`config.mk`:
```
export PLATFORM = sky130hd
export DESIGN_NAME = mem_port_arbiter
export DESIGN_NICKNAME = d
export VERILOG_FILES = /design/src/rtl/mem_port_arbiter.sv
export SDC_FILE = /design/constraint.sdc
export NUM_CORES = 1
export LEC_CHECK = 0
export ABC_AREA = 1
export BUFFER_PORTS_ARGS = -buffer_cell sky130_fd_sc_hd__buf_2
export CAP_MARGIN = 10
export CORE_UTILIZATION = 38
export CTS_CLUSTER_SIZE = 25
export DETAILED_ROUTE_END_ITERATION = 8
export PLACE_DENSITY_LB_ADDON = 0.2
export SYNTH_ARGS = -nofsm -noshare
export SYNTH_HDL_FRONTEND = slang
export SYNTH_SLANG_ARGS = --single-unit
```
`constraint.sdc`:
```
create_clock -name clk -period 1.76 [get_ports clk]
set_clock_uncertainty 0.2 [all_clocks]
set_input_delay 0.176 -clock clk [delete_from_list [all_inputs] [get_ports clk]]
set_output_delay 0.176 -clock clk [all_outputs]
set_load 0.01 [all_outputs]
```
`src/rtl/mem_port_arbiter.sv`:
```
// mem_port_arbiter
//   Shares one single-port 256x16 RAM between two requesters. Port 0 is the
//   CPU memory port and port 1 is an IO/DMA requester. A request is latched
//   in IDLE, granted for exactly one ACCESS cycle, and a read returns its data
//   in the RDATA cycle that follows. Only one transaction is in flight at a
//   time. When both ports request, the port that did not win last time gets
//   the grant.
//
//   Command encoding: MWRITE=2'b01, MREAD=2'b11, and any other code is a
//   no-op. An address with its MSB set lies outside RAM space: writes there
//   are dropped and reads return zero.
//
//   Handshake: the requester raises rN_req with cmd/addr/wdata stable and
//   holds them until the clock edge that ends its one-cycle rN_gnt pulse.
//   If req is still high in IDLE after that, it is a new request. For a read,
//   rN_rvalid pulses for one cycle in the cycle after rN_gnt, and rN_rdata is
//   valid only in that cycle (it is zero at all other times).
//
// Ports
//   clk, reset            rising-edge clock, asynchronous active-low reset
//   rN_req/cmd/addr/wdata request side of port N (N = 0, 1)
//   rN_gnt, rN_rvalid     one-cycle grant and read-valid pulses
//   rN_rdata              read data, nonzero only during rN_rvalid
//   ram_addr/write/din    RAM control, driven only during ACCESS
//   ram_dout              RAM read data, one cycle of latency after ram_addr
//   dbg_state             current FSM state (0 IDLE, 1 ACCESS, 2 RDATA)
//   r0_count, r1_count    saturating grant counters, present only when
//                         MEM_PORT_ARBITER_STATS_EN is defined
module mem_port_arbiter #(
  parameter int DATA_WIDTH = 16,
  parameter int ADDR_WIDTH = 9
) (
  input  logic                  clk,
  input  logic                  reset,
  input  logic                  r0_req,
  input  logic [1:0]            r0_cmd,
  input  logic [ADDR_WIDTH-1:0] r0_addr,
  input  logic [DATA_WIDTH-1:0] r0_wdata,
  output logic                  r0_gnt,
  output logic                  r0_rvalid,
  output logic [DATA_WIDTH-1:0] r0_rdata,
  input  logic                  r1_req,
  input  logic [1:0]            r1_cmd,
  input  logic [ADDR_WIDTH-1:0] r1_addr,
  input  logic [DATA_WIDTH-1:0] r1_wdata,
  output logic                  r1_gnt,
  output logic                  r1_rvalid,
  output logic [DATA_WIDTH-1:0] r1_rdata,
  output logic [ADDR_WIDTH-2:0] ram_addr,
  output logic                  ram_write,
  output logic [DATA_WIDTH-1:0] ram_din,
  input  logic [DATA_WIDTH-1:0] ram_dout,
`ifdef MEM_PORT_ARBITER_STATS_EN
  output logic [15:0]           r0_count,
  output logic [15:0]           r1_count,
`endif
  output logic [1:0]            dbg_state
);

  localparam logic [1:0] MWRITE = 2'b01;
  localparam logic [1:0] MREAD  = 2'b11;
  localparam int         MSB    = ADDR_WIDTH - 1;

  typedef enum logic [1:0] {
    IDLE   = 2'd0,
    ACCESS = 2'd1,
    RDATA  = 2'd2
  } state_t;

  state_t state;
  logic   last_winner;  // index of the port granted most recently
  logic   lat_win;      // port owning the current transaction
  logic   lat_msb;      // current transaction targets non-RAM space
  logic   lat_read;     // current transaction is MREAD

  logic                  any_req;
  logic                  win_next;
  logic [1:0]            sel_cmd;
  logic [ADDR_WIDTH-1:0] sel_addr;
  logic [DATA_WIDTH-1:0] sel_wdata;

  // Round-robin choice: a lone requester always wins. On a tie, the port that
  // did not win last time gets the grant.
  always_comb begin
    any_req  = r0_req | r1_req;
    win_next = 1'b0;
    if (r0_req && r1_req) begin
      win_next = ~last_winner;
    end else if (r1_req) begin
      win_next = 1'b1;
    end
    sel_cmd   = win_next ? r1_cmd   : r0_cmd;
    sel_addr  = win_next ? r1_addr  : r0_addr;
    sel_wdata = win_next ? r1_wdata : r0_wdata;
  end

  // All pulse and RAM outputs default to zero every cycle. They are set only
  // on the transition into the state in which they must be high, so each one
  // lasts exactly one cycle.
  always_ff @(posedge clk or negedge reset) begin
    if (!reset) begin
      state       <= IDLE;
      last_winner <= 1'b1;
      lat_win     <= 1'b0;
      lat_msb     <= 1'b0;
      lat_read    <= 1'b0;
      r0_gnt      <= 1'b0;
      r1_gnt      <= 1'b0;
      r0_rvalid   <= 1'b0;
      r1_rvalid   <= 1'b0;
      ram_write   <= 1'b0;
      ram_addr    <= '0;
      ram_din     <= '0;
    end else begin
      r0_gnt    <= 1'b0;
      r1_gnt    <= 1'b0;
      r0_rvalid <= 1'b0;
      r1_rvalid <= 1'b0;
      ram_write <= 1'b0;
      ram_addr  <= '0;
      ram_din   <= '0;
      case (state)
        IDLE: begin
          if (any_req) begin
            state       <= ACCESS;
            lat_win     <= win_next;
            last_winner <= win_next;
            lat_msb     <= sel_addr[MSB];
            lat_read    <= (sel_cmd == MREAD);
            r0_gnt      <= ~win_next;
            r1_gnt      <= win_next;
            ram_addr    <= sel_addr[ADDR_WIDTH-2:0];
            ram_din     <= sel_wdata;
            ram_write   <= (sel_cmd == MWRITE) && !sel_addr[MSB];
          end
        end
        ACCESS: begin
          if (lat_read) begin
            state     <= RDATA;
            r0_rvalid <= ~lat_win;
            r1_rvalid <= lat_win;
          end else begin
            state <= IDLE;
          end
        end
        RDATA:   state <= IDLE;
        default: state <= IDLE;
      endcase
    end
  end

  // The RAM registers its output, so read data has to pass straight through
  // in RDATA. Registering it here would add a cycle of latency. Reads from
  // non-RAM space return zero.
  always_comb begin
    r0_rdata = '0;
    r1_rdata = '0;
    if (state == RDATA && !lat_msb) begin
      if (lat_win) r1_rdata = ram_dout;
      else         r0_rdata = ram_dout;
    end
  end

  assign dbg_state = state;

`ifdef MEM_PORT_ARBITER_STATS_EN
  // Each counter steps at the same edge that raises its gnt pulse and
  // saturates at 16'hFFFF.
  always_ff @(posedge clk or negedge reset) begin
    if (!reset) begin
      r0_count <= '0;
      r1_count <= '0;
    end else if (state == IDLE && any_req) begin
      if (!win_next && r0_count != 16'hFFFF) r0_count <= r0_count + 16'd1;
      if (win_next && r1_count != 16'hFFFF)  r1_count <= r1_count + 16'd1;
    end
  end
`endif

endmodule
```
==> out/qor.yml, run 1 <==
status:
  status: "completed"
cts:
  cts_sinks: 35
  clock_latency_ps: 280
  clk_pin_slew_ps: 70
  cts_buffers: 5
  h-tree-depth: 2
  cts_root_buf: "clkbuf_8"
  cts_tree: "built"
  clockBufferDepth: 2
placed_design:
  place_area_um2: 2372
  hpwl_um: 3195
  portBuffers: 136
  place_congestion: 0.7372
global_routing:
  grt_usage_pct: 23.53
  grt_overflow: 0
  grt_pass1_wl_um: 7866
  grt_pass1_vias: 1863
  antenna_found_initial: 0
  grt_max_degree: 33
routing:
  vias_per_cell: 4.456
  routed_wl_um: 5284
  post_drt_wl_per_cell_um: 11.82
  postRouteAntennaNets: 0
  drc: 0
  vias: 1992
  first_iter_violations: 38
  first_pass_iters: 6
synth:
  syn_area_um2: 1635
  synthCells: 206
  synth_warnings: 0
  synth.avg_cell_area_um2: 7.938
  ys_seq_area_share_pct: 53.63
  synth-seq-cells: 35
  syn_nets: 280
  synth.distinct_cells: 19
power_and_ir_drop:
  p_leak_nw: 1.824
  powerDensity_nw_per_um2: 1061
  p_total_mw: 3.238
  vdd_drop_max_mv: 0.7804
die:
  num_rows: 23
  die_area_um2: 4570
  coreArea_um2: 4058
  fp.dieH_um: 67.60
  io_pins: 137
  start_util_pct: 40.30
  die_x_um: 67.60
flow_run:
  drv_cap: 0
critical_path:
  start_kind: "flip-flop"
  critical_path.slowest_cell: "dfrtp_1"
  crit_family: "buffers and inverters"
  cp-end-kind: "output pin"
  cp.required_ps: 1380
  cp.buffers_inverters: 3
  path_cells: "inv_2 -> nand3b_1 -> buf_12 -> nor3_1 -> buf_2"
  crit_arrival_ps: 1380
  path_class: "flip-flop to output pin"
  worstPathMaxFanout: 32
  max_stage_delay_ps: 390
timing:
  fin_tns_setup_ps: 0
  finalHoldViolations: 0
  finalCritPeriodShare_pct: 99.93
  max_freq_mhz: 568.6
  relSlewSlack_pct: 72.36
  setup_viol: 0
  grt_setup_unrepaired: "true"
  worst_pin_slew_ps: 414.7
  fin_crit_ps: 1759
  hold_slack_ps: 19.54
  final_max_slew_viol_count: 0
cells_and_area:
  final_cell_area_um2: 3053
  fin_nets: 470
  fillCellCount: 305
  drive_gt1_share_pct: 42.32
  area_delta_synth_final_pct: 86.69
  diodes: 0
hold_path:
  hp-class: "input port to flip-flop"
-- worst min-delay path: cells and delay by family --
family          cells  cell delay (ps)
buf+inv             1              100
compound gates      1              100
simple gates        2              120
-- path summary, 6_finish.rpt --
| path | slack [ps] | endpoint | cells after the start | from |
|---|---|---|---|---|
| worst max-delay path | 1 | r1_rdata[0] | 5 | dbg_state[0] |
| worst min-delay path | 20 | last_winner | 4 | r0_req |
| worst max register to register | 190 | ram_addr[4] | 7 | last_winner |
| worst min register to register | 270 | last_winner | 2 | last_winner |
| max in group asynchronous | 740 | dbg_state[1] | 3 | reset |
| min in group asynchronous | 170 | ram_din[14] | 2 | reset |
-- registers in the layout, indices dropped and copies added, names as in the netlist --
name	cells
ram_addr	8
r0_gnt	1
lat_msb	1
dbg_state	2
ram_din	16
lat_win	1
ram_write	1
r1_rvalid	1
last_winner	1
lat_read	1
r0_rvalid	1
r1_gnt	1
-- cells in the final DEF, fill, tap and decap left out, drive strengths merged --
cell | synthesis | layout
nor4 | 2 | 2
buf | 9 | 142
clkinv | 1 | 3
bufinv | 0 | 1
dfstp | 1 | 1
inv | 22 | 22
dfrtp | 34 | 34
nand3b | 2 | 2
nor2 | 3 | 3
dlygate4sd3 | 0 | 51
nand3 | 4 | 4
nor3 | 33 | 33
o21ai | 2 | 2
nand2 | 92 | 92
clkbuf | 1 | 5
-- layout make-up --
type	count	area, um^2	area share (%)
Tap cell	50	62.56	2.049
Timing Repair Buffer	193	1274	41.72
Clock inverter	3	43.79	1.434
Inverter	23	87.58	2.869
Clock buffer	5	68.82	2.254
Sequential cell	35	878.3	28.77
Multi-Input combinational cell	138	638.1	20.90
-- timing repair --
action | 4_1_cts | 5_1_grt
pin swaps | 0 | 0
hold buffers | 51 | 0
resized for setup | 6 | 7
hold endpoints to repair | 60 | 0
buffers inserted | 1 | 0
endpoints found under the setup margin | 32 | 32
-- cells by family (layout without fill, tap and decap cells) --
kind of cell	count (synthesis)	after routing	synth area share, %
AOI/OAI and AO/OA	2	2	0.8414
buffers and inverters	33	224	9.487
DFF	35	35	53.63
and+or+nand+nor	136	136	36.04
-- cell usage after synthesis, drive strengths merged --
| master | n | area share, % |
|---|---|---|
| clkinv | 1 | 0.23 |
| nor3 | 33 | 10 |
| dfrtp | 34 | 52 |
| nor2 | 3 | 1.6 |
| inv | 22 | 5.0 |
| nand3b | 2 | 0.92 |
| dfstp | 1 | 1.6 |
| buf | 9 | 4.0 |
| o21ai | 2 | 0.84 |
| nor4 | 2 | 0.76 |
| clkbuf | 1 | 0.23 |
| nand3 | 4 | 1.2 |
| nand2 | 92 | 21 |
-- metal layers --
| layer | global-route usage, % | vias up | share of wire (%) |
|---|---|---|---|
| li1 | - | 1014 | - |
| met5 | 0 | - | 0 |
| met1 | 23.51 | 890 | 38 |
| met2 | 45.92 | 80 | 55 |
| met3 | 6.081 | 8 | 5.8 |
| met4 | 7.979 | 0 | 1.7 |
-- metrics by stage --
stage,setup slack [ps],util (%),cells
finish,1.200,75.24,447
detailed placement,192.9,58.46,387
CTS,21.61,74.38,447
floorplan,244.9,-,206
global placement,215.9,58.46,387
global route,-119.1,75.24,447
-- power breakdown --
group,total (mW),internal (mW),switching [mW]
combinational,1.37,0.542,0.824
clock,0.712,0.422,0.291
sequential,1.16,1.07,0.0911
Power figures use the tool's default switching activity.
==> run 2, diff against run 1 <==
--- a/config.mk
+++ b/config.mk
@@ -5,10 +5,10 @@
 export SDC_FILE = /design/constraint.sdc
 export NUM_CORES = 1
 export LEC_CHECK = 0
-export ABC_AREA = 1
+export ABC_CLOCK_PERIOD_IN_PS = 1760
 export BUFFER_PORTS_ARGS = -buffer_cell sky130_fd_sc_hd__buf_2
 export CAP_MARGIN = 10
-export CORE_UTILIZATION = 38
+export CORE_UTILIZATION = 37
 export CTS_CLUSTER_SIZE = 25
 export DETAILED_ROUTE_END_ITERATION = 8
 export PLACE_DENSITY_LB_ADDON = 0.2
==> out/qor.yml, run 2 <==
cells_and_area:
  diodes: 0
  fin_util_pct: 72.70
  final_common_cell: "buf_2"
  register_area_um2: 878.3
  fillCellCount: 303
  fin_nets: 389
  largest_reg_flops: 16
  multi_input_area_um2: 616.8
  drive_gt1_share_pct: 49.68
  top_register: "ram_din"
  area_delta_synth_final_pct: 86.39
  mostFrequentLayoutCells: "136 x buf_2, 53 x dlygate4sd3_1, 34 x and2_1"
synth:
  synth.avg_cell_area_um2: 12.67
  synthCells: 124
  synth_area_leaders: "dfrtp_1 54%, and2_1 14%, a22o_1 13%, buf_6 4.3%, dfstp_2 1.7%"
  synth_warnings: 0
  async_flop_share_pct: 100.0
  synth-seq-cells: 35
  synth_edf_count: 0
  syn_nets: 198
  syn_area_um2: 1572
  synth_top_flop_cell: "dfrtp_1"
  synth_top_cell_by_area: "dfrtp_1"
  ys_top_cells_by_count: "34 x and2_1, 34 x dfrtp_1, 23 x a22o_1"
  ys_seq_area_share_pct: 55.81
  synth.distinct_cells: 25
  synth.top_cell.area_share_pct: 54.14
power_and_ir_drop:
  p_total_mw: 3.063
  vdd_drop_max_mv: 0.7264
  powerDensity_nw_per_um2: 1046
  p_leak_nw: 1.652
critical_path:
  cp-end-kind: "output pin"
  rrSetupSlack_ps: 200
  crit_start: "dbg_state[0]"
  worstPathMaxFanout: 16
  crit_end: "r0_rdata[11]"
  cp.required_ps: 1380
  regToRegStartpoint: "last_winner"
  crit_arrival_ps: 1440
  start_kind: "flip-flop"
  rr_endpoint: "ram_din[11]"
  path_class: "flip-flop to output pin"
  reg2regPathDepth: 4
placed_design:
  hpwl_um: 2856
  place_ws_ps: 135.4
  place_congestion: 0.6685
  portBuffers: 136
die:
  io_pins: 137
  start_util_pct: 39.01
  coreArea_um2: 4029
  num_rows: 23
  fp.dieH_um: 67.17
  die_x_um: 67.17
  die_area_um2: 4512
routing:
  postRouteAntennaNets: 0
  vias: 1717
  routed_wl_um: 4827
  drc: 0
  post_drt_wl_per_cell_um: 13.19
  first_iter_violations: 37
  vias_per_cell: 4.691
  first_pass_iters: 4
global_routing:
  use_met2_pct: 38.00
  top_usage_layer: "met2"
  grt_usage_pct: 21.23
  antenna_found_initial: 0
  grtUsageMet1_pct: 23.09
  grt_overflow: 0
  grt_pass1_vias: 1564
  grt_pass1_wl_um: 6955
  grt_max_degree: 28
  met3_usage_pct: 5.574
timing:
  grt_setup_unrepaired: "true"
  worst_pin_slew_ps: 450.9
  max_freq_mhz: 550.7
  setup_viol: 32
  final_max_slew_viol_count: 0
  finalCritPeriodShare_pct: 103.2
  setup_slack_ps: -55.92
  relSlewSlack_pct: 69.74
  finalHoldViolations: 0
  fin_crit_ps: 1816
cts:
  cts_buffers: 5
  cts_sinks: 35
  cts_root_buf: "clkbuf_8"
  clk_pin_slew_ps: 70
  cts_tree: "built"
  h-tree-depth: 2
  clockBufferDepth: 2
  clock_latency_ps: 280
status:
  status: "finished with violations"
  violations: "negative setup slack"
hold_path:
  hp-class: "input port to flip-flop"
flow_run:
  drv_cap: 0
## run 2: changes by cell type in the layout (fill, tap and decap cells not counted), moves of 4 or more
cell / previous run / this run
nor3_1: 26 / 1
inv_1: 19 / 1
nand2_1: 90 / 4
a22o_1: 0 / 23
nor3_2: 7 / 0
and2_1: 0 / 34
nand3_1: 4 / 0
## run 2: where the power goes
| group | internal (mW) | switching [mW] | leakage [nW] |
|---|---|---|---|
| registers | 1.08 | 0.126 | 0.455 |
| clock network | 0.458 | 0.282 | 0.0612 |
| logic | 0.574 | 0.547 | 1.14 |
| total | 2.11 | 0.955 | 1.65 |
## run 2: critical path, stage by stage, from the launching register on
cell and delay (ps):
dfrtp_2 440, nor4b_4 290, buf_6 170, and2_1 130, buf_2 120
## run 2: layout make-up
cell class / count / share of cell area [%]
clock buffer: 6 / 2.819
clock inverter: 2 / 1.196
inverter: 1 / 0.1282
multi-input combinational: 80 / 21.06
sequential: 35 / 29.99
tap: 50 / 2.136
timing repair buffer: 192 / 42.67
## run 2: per-stage QoR
stage,hold slack [ps],TNS [ps],area [um^2],std cells
after floorplan,-319.6,0,1572,124
after detailed placement,-75.05,0,2272,305
after global placement,-76.22,0,2272,305
after CTS,33.46,-1535,2929,366
after global routing,72.14,-3967,2929,366
final,39.14,-1161,2929,366
## run 2: timing repair
action | in CTS | in global routing
setup buffers | 0 | 0
gates resized for setup | 4 | 0
endpoints found under the hold margin | 59 | 0
pin swaps | 11 | 0
hold buffers | 53 | 0
cloned | 0 | 0
endpoints found under the setup margin | 32 | 32
## run 2: cells by family after synthesis
kind of cell	synth area share, %
AO/OA/AOI/OAI	16.24
buffers and inverters	5.175
flip-flops	55.81
multiplexers	2.786
AND/OR/NAND/NOR	19.98
## run 2: how the worst min path moves through the flow
stage / startpoint / endpoint / slack [ps] / cells past startpoint
3_5_place_dp: reset / ram_addr[0] / -80 / 1
5_1_grt: r0_req / ram_write / 70 / 4
3_3_place_gp: reset / ram_addr[0] / -80 / 1
4_1_cts: r0_cmd[0] / ram_write / 30 / 3
6_report: r0_cmd[0] / ram_write / 40 / 3
2_1_floorplan: reset / dbg_state[0] / -320 / 0
## run 2: per-layer routing
layer / vias to the layer above / part of all wire, %
li1: 817 / -
met1: 790 / 35
met2: 99 / 54
met3: 11 / 8.9
met4: 0 / 2.3
met5: - / 0
